**config.mk**
```make
export PLATFORM = sky130hd
export DESIGN_NAME = hs4_rx
export DESIGN_NICKNAME = d
export VERILOG_FILES = /design/src/rtl/hs4_pkg.sv /design/src/rtl/hs4_rx_sync_chain.sv /design/src/rtl/hs4_rx.sv
export SDC_FILE = /design/constraint.sdc
export NUM_CORES = 1
export LEC_CHECK = 0
export CAP_MARGIN = 20
export CORE_MARGIN = 4
export CORE_UTILIZATION = 40
export CTS_CLUSTER_DIAMETER = 150
export DETAILED_ROUTE_END_ITERATION = 8
export HOLD_SLACK_MARGIN = 0.15
export PLACE_DENSITY_LB_ADDON = 0.05
export SLEW_MARGIN = 10
export SYNTH_ARGS = -nofsm -noshare
export SYNTH_HDL_FRONTEND = slang
export SYNTH_SLANG_ARGS = --single-unit
```
**constraint.sdc**
```tcl
create_clock -name clk -period 2.38 [get_ports clk]
set_clock_uncertainty 0.15 [all_clocks]
set_input_delay 0.238 -clock clk [delete_from_list [all_inputs] [get_ports clk]]
set_output_delay 0.238 -clock clk [all_outputs]
set_load 0.01 [all_outputs]
```
**src/rtl/hs4_pkg.sv**
```systemverilog
// Shared types and constants for the 4-phase bundled-data handshake blocks.
package hs4_pkg;

    typedef enum logic [1:0] {
        IDLE = 2'd0,
        HOLD = 2'd1,
        ACK  = 2'd2
    } hs4_state_t;

    localparam int unsigned HS4_SYNC_MIN = 2;
    localparam int unsigned HS4_SYNC_MAX = 4;

endpackage : hs4_pkg

```
**src/rtl/hs4_rx_sync_chain.sv**
```systemverilog
// Single-bit flop synchronizer chain, async active-low reset to 0.
// Shared between the 4-phase receiver (req) and transmitter (ack).
module sync_chain #(
    parameter int unsigned STAGES = 2
) (
    input  logic clk,
    input  logic reset_n,
    input  logic d,
    output logic q
);

    logic [STAGES-1:0] sync_q;

    always_ff @(posedge clk or negedge reset_n) begin
        if (!reset_n) begin
            sync_q <= '0;
        end else begin
            sync_q <= {sync_q[STAGES-2:0], d};
        end
    end

    assign q = sync_q[STAGES-1];

endmodule : sync_chain

```
**src/rtl/hs4_rx.sv**
```systemverilog
// Responder end of a 4-phase bundled-data req/ack handshake across clock domains.
// Define HS4_RX_ERR_EN to add the sticky protocol-error output err_o.
module hs4_rx
    import hs4_pkg::*;
#(
    parameter int unsigned DATA_W      = 8,
    parameter int unsigned SYNC_STAGES = 2
) (
    input  logic              clk,
    input  logic              reset_n,
    input  logic              req_in,
    input  logic [DATA_W-1:0] data_in,
    output logic              ack_out,
    output logic [DATA_W-1:0] rx_data,
    output logic              rx_valid,
    input  logic              rx_ready
`ifdef HS4_RX_ERR_EN
    ,
    output logic              err_o
`endif
);

    generate
        if (SYNC_STAGES < HS4_SYNC_MIN || SYNC_STAGES > HS4_SYNC_MAX) begin : g_bad_stages
            $error("hs4_rx: SYNC_STAGES out of range");
        end
    endgenerate

    logic       req_sync;
    hs4_state_t state_q;

    sync_chain #(
        .STAGES (SYNC_STAGES)
    ) u_req_sync (
        .clk     (clk),
        .reset_n (reset_n),
        .d       (req_in),
        .q       (req_sync)
    );

    // Capture on synchronized req, hand off to consumer, then ack and wait for req to drop.
    always_ff @(posedge clk or negedge reset_n) begin
        if (!reset_n) begin
            state_q  <= IDLE;
            ack_out  <= 1'b0;
            rx_valid <= 1'b0;
            rx_data  <= '0;
        end else begin
            case (state_q)
                IDLE: begin
                    if (req_sync) begin
                        rx_data  <= data_in;
                        rx_valid <= 1'b1;
                        state_q  <= HOLD;
                    end
                end
                HOLD: begin
                    if (rx_ready) begin
                        rx_valid <= 1'b0;
                        ack_out  <= 1'b1;
                        state_q  <= ACK;
                    end
                end
                ACK: begin
                    if (!req_sync) begin
                        ack_out <= 1'b0;
                        state_q <= IDLE;
                    end
                end
                default: begin
                    ack_out  <= 1'b0;
                    rx_valid <= 1'b0;
                    state_q  <= IDLE;
                end
            endcase
        end
    end

`ifdef HS4_RX_ERR_EN
    // Request withdrawn before it was acknowledged; sticky until reset.
    always_ff @(posedge clk or negedge reset_n) begin
        if (!reset_n) begin
            err_o <= 1'b0;
        end else if (state_q == HOLD && !req_sync) begin
            err_o <= 1'b1;
        end
    end
`endif

endmodule : hs4_rx

```
## Word-level counts from Yosys, hierarchy flattened

Index checks and enable logic that the tools add are counted.

| storage, ports and cells | value |
|---|---|
| register bits | 14 |
| output and inout bits | 10 |

| operators by class | value |
|---|---|
| equality and inequality tests | 5 |
| mux-type cells | 10 |
| bitwise logic cells | 2 |
| reductions and logical operators | 5 |

Operators by type and width:

| operator | count |
|---|---|
| 3-bit AND reduction | 3 |
| 2-bit 2-to-1 mux | 3 |
| 1-bit one-hot mux with 3 select lines | 2 |
| 2-bit one-hot mux with 3 select lines | 1 |
| 1-bit 2-to-1 mux | 4 |
| 2-bit inequality test (second input constant) | 2 |
| 2-bit by 1-bit == test with 1-bit output (second input constant) | 1 |
| 2-bit == test (second input constant) | 1 |
| 2-bit logical NOT | 1 |
| 2-bit by 1-bit inequality test with 1-bit output (second input constant) | 1 |
| 1-bit NOT | 2 |
| 2-bit AND reduction | 1 |

## Logic depth before layout (Yosys ltp)

| depth | value |
|---|---|
| depth in word-level cells | 3 |
| mapped depth | 4 |
| mapped depth without buffers | 3 |

## Cells and area by module

A second synthesis with hierarchy kept.

| unflattened totals | value |
|---|---|
| cells, all modules | 36 |
| area total of the unflattened synthesis | 569.3 um^2 |

Modules (own cells, without submodules):

| module | times used | cells an instance | area an instance (um^2) |
|---|---|---|---|
| hs4_rx | 1 | 34 | 519.2 |
| sync_chain | 1 | 2 | 50.0 |

## Worst setup path before layout

No wires, ideal clock.

| timing path | value |
|---|---|
| path type | flip-flop to flip-flop |
| from | register state_q[0] |
| to | register rx_data[0] |
| setup time | 0.125 ns |
| data arrival time | 1.146 ns |
| path slack | 0.959 ns |
| cell stages (with the launch flop) | 5 |
| path buffers | 1 |
| period minus slack after synthesis | 1.421 ns |
| cells stage by stage | dfrtp_1 -> nor2b_2 -> nor2b_4 -> buf_6 -> mux2_4 |

| between the ends | value |
|---|---|
| longest elaborated chain between the ends | 2 |

Ends and longest elaborated chain:

| element | RTL line | RTL |
|---|---|---|
| from (decl) | hs4_rx.sv:30 | `hs4_state_t state_q;` |
| from (signal assigned) | hs4_rx.sv:44 | `state_q <= IDLE;` |
| from (signal assigned) | hs4_rx.sv:54 | `state_q <= HOLD;` |
| from (signal assigned) | hs4_rx.sv:61 | `state_q <= ACK;` |
| 2-bit logical NOT | hs4_rx.sv:49 | `case (state_q)` |
| 2-bit AND reduction (no source line) | -- |  |
| to (signal assigned) | hs4_rx.sv:52 | `rx_data <= data_in;` |
| to (decl) | hs4_rx.sv:14 | `output logic [DATA_W-1:0] rx_data,` |

Every way passes these cells.
A chain may end at the register's enable or synchronous reset.

## Final worst setup path

| timing path | value |
|---|---|
| from | register state_q[0] |
| to | register rx_data[2] |

The elaborated chain is that of the path after synthesis.

==> impl_metrics.tcl <==
set metrics [dict create \
    die_h_um 45.4 \
    num_vias 353 \
    yosys_warnings 0 \
    fp-row-count 13 \
    vias_per_cell 4.64 \
    ios 22 \
    post_cts_buffers 0 \
    final_cells 76 \
    required_ps 2380 \
    cts.htree.levels 1 \
    hold_ws_ps 192 \
    cp-end-kind "flip-flop" \
    ys_ff_latch 14 \
    worst_slew_pin_slew_ps 601 \
    synthToLayoutAreaGrowth_pct 45.5 \
    ys_seq_area_share_pct 62.8 \
    drt_first_iter_violations 0 \
    ctsHoldBuffers 0 \
    reg2reg_slack_ps 770 \
    dr.pass1.iters 1 \
    synth_mux_area_share_pct 21.5 \
    post-route-drc-count 0 \
    root_buffer "clkbuf_4" \
    clk-insertion-delay-late_ps 270 \
    die_area_um2 2060 \
    wl_per_cell_um 13.5 \
    p_leak_uw 0.000362 \
    yosysTopAreaCell "dfrtp_1" \
    port_buffers 21 \
    synth_top_area_share_pct 62.8 \
    ir_worst_vdd_v 0.000649 \
    grt_pass1_wl_um 1650 \
    ys_top_cells_by_area "dfrtp_1, mux2_4, o21ai_0, nor2b_4, buf_6" \
    timing.rr.start "state_q[0]" \
    final_common_cell "clkdlybuf4s50_1" \
    gp_congestion 0.744 \
    fin_tns_setup_ps 0 \
    drive_gt1_share_pct 23.0 \
    crit_type "reg -> reg" \
    slew_violations 0 \
    period_minus_slack_ps 1610 \
    die_x_um 45.4 \
    cp-start-kind "flip-flop" \
    cts_sinks 14 \
    relSlewSlack_pct 59.8 \
    hold_viol_final 0 \
    num_antenna_cells 0 \
    drv_cap 0 \
    status "finished, final reports clean" \
    yosys.area_share.simple_pct 6.73 \
    syn-cell-area_um2 558 \
    arrival_ps 1610 \
    synth_adder_area_share_pct 0 \
    ctsLongestPathBuffers 2 \
    synth_nets 49 \
    antenna_found_initial 0 \
    layout_common_cells "clkdlybuf4s50_1, dfrtp_1, mux2_4" \
    hp-class "in -> async" \
    postCtsResizedCells 0 \
    fmax_ghz 0.620 \
    setup_viol 0 \
    powerDensity_nw_per_um2 1290 \
    final_nets 74 \
    wirelength_um 1020 \
    clk_pin_slew_ps 80 \
    grtUsageTotal_pct 11.9 \
    rsz0062_at_grt "no" \
    cp_max_fo 8 \
    synth_compound_area_share_pct 5.61 \
    grt_pass1_vias 368 \
    reg2reg_depth 3 \
    synth-xor-area-share_pct 0 \
    synth_top_family_by_area "multiplexers" \
    critPathLaunch "state_q[0]" \
    numPlacedInstances 72 \
    grt_max_degree 15 \
    critPathCapture "rx_data[2]" \
    ant_nets 0 \
    syn_inst 37 \
    synth_cell_types 11 \
    period_share_pct 67.7 \
    cts_tree "yes" \
    cts-buffers-inserted 3 \
    initial_core_util_pct 42.9 \
    core_um2 1300 \
    synth.avg_cell_area_um2 15.1 \
    grt_overflow 0 \
    r2r_end "rx_data[2]" \
]
==> power by group <==
part           total [µW]  internal (µW)  switching [µW]
sequential            424            344            80.3
combinational         459            304             155
clock                 163           92.8            69.8
==> how the worst min path moves through the flow <==
| stage | from | to | slack (ps) |
|---|---|---|---|
| after floorplan | reset_n | ack_out | -210 |
| after global placement | u_req_sync.sync_q[0] | u_req_sync.sync_q[1] | 180 |
| after detailed placement | u_req_sync.sync_q[0] | u_req_sync.sync_q[1] | 190 |
| after CTS | reset_n | rx_valid | 210 |
| after global routing | u_req_sync.sync_q[0] | u_req_sync.sync_q[1] | 210 |
| final | reset_n | rx_valid | 190 |
==> cell usage after synthesis <==
library cell  count
nor2b_2           1
a21oi_1           2
o21ai_0           3
nor2_1            1
nand2_1           3
o22ai_1           1
buf_6             1
dfrtp_1          14
mux2_4            8
inv_1             2
nor2b_4           1
==> per-layer routing <==
layer	up-vias	track usage [%]	wire length, µm
li1	173	-	-
met1	164	15.6	441
met2	14	18.1	500
met3	2	3.59	77
met4	0	5.26	5
met5	-	0	0
==> final cells by class <==
type | instances | area, µm²
Inverter | 2 | 7.51
Timing Repair Buffer | 21 | 210
Multi-Input combinational cell | 20 | 189
Tap cell | 15 | 18.8
Fill cell | 109 | 489
Clock buffer | 4 | 36.3
Sequential cell | 14 | 350
==> worst max-delay path, cell delays in order (launching register included) <==
cell and delay (ps):
dfrtp_1 430, nor2b_2 200, nor2b_4 370, mux2_4 340
==> registers in the layout, indices dropped and copies added (netlist names) <==
register / count
ack_out: 1
rx_valid: 1
rx_data: 8
state_q: 2
u_req_sync.sync_q: 2
==> kinds of logic after synthesis <==
logic type / count (synthesis)
flip-flops: 14
multiplexers: 8
AND/OR/NAND/NOR: 6
buffers and inverters: 3
AO/OA/AOI/OAI: 6
==> stage by stage <==
step	util (%)	power, µW	setup WS (ps)	area [µm²]
after floorplan	-	666	959	558
after global placement	59.6	869	866	776
after detailed placement	59.6	894	777	776
after CTS	62.4	1060	757	812
after global routing	62.4	1110	722	812
final	62.4	1050	768	812
No activity file was read; power rests on OpenSTA's default activity.
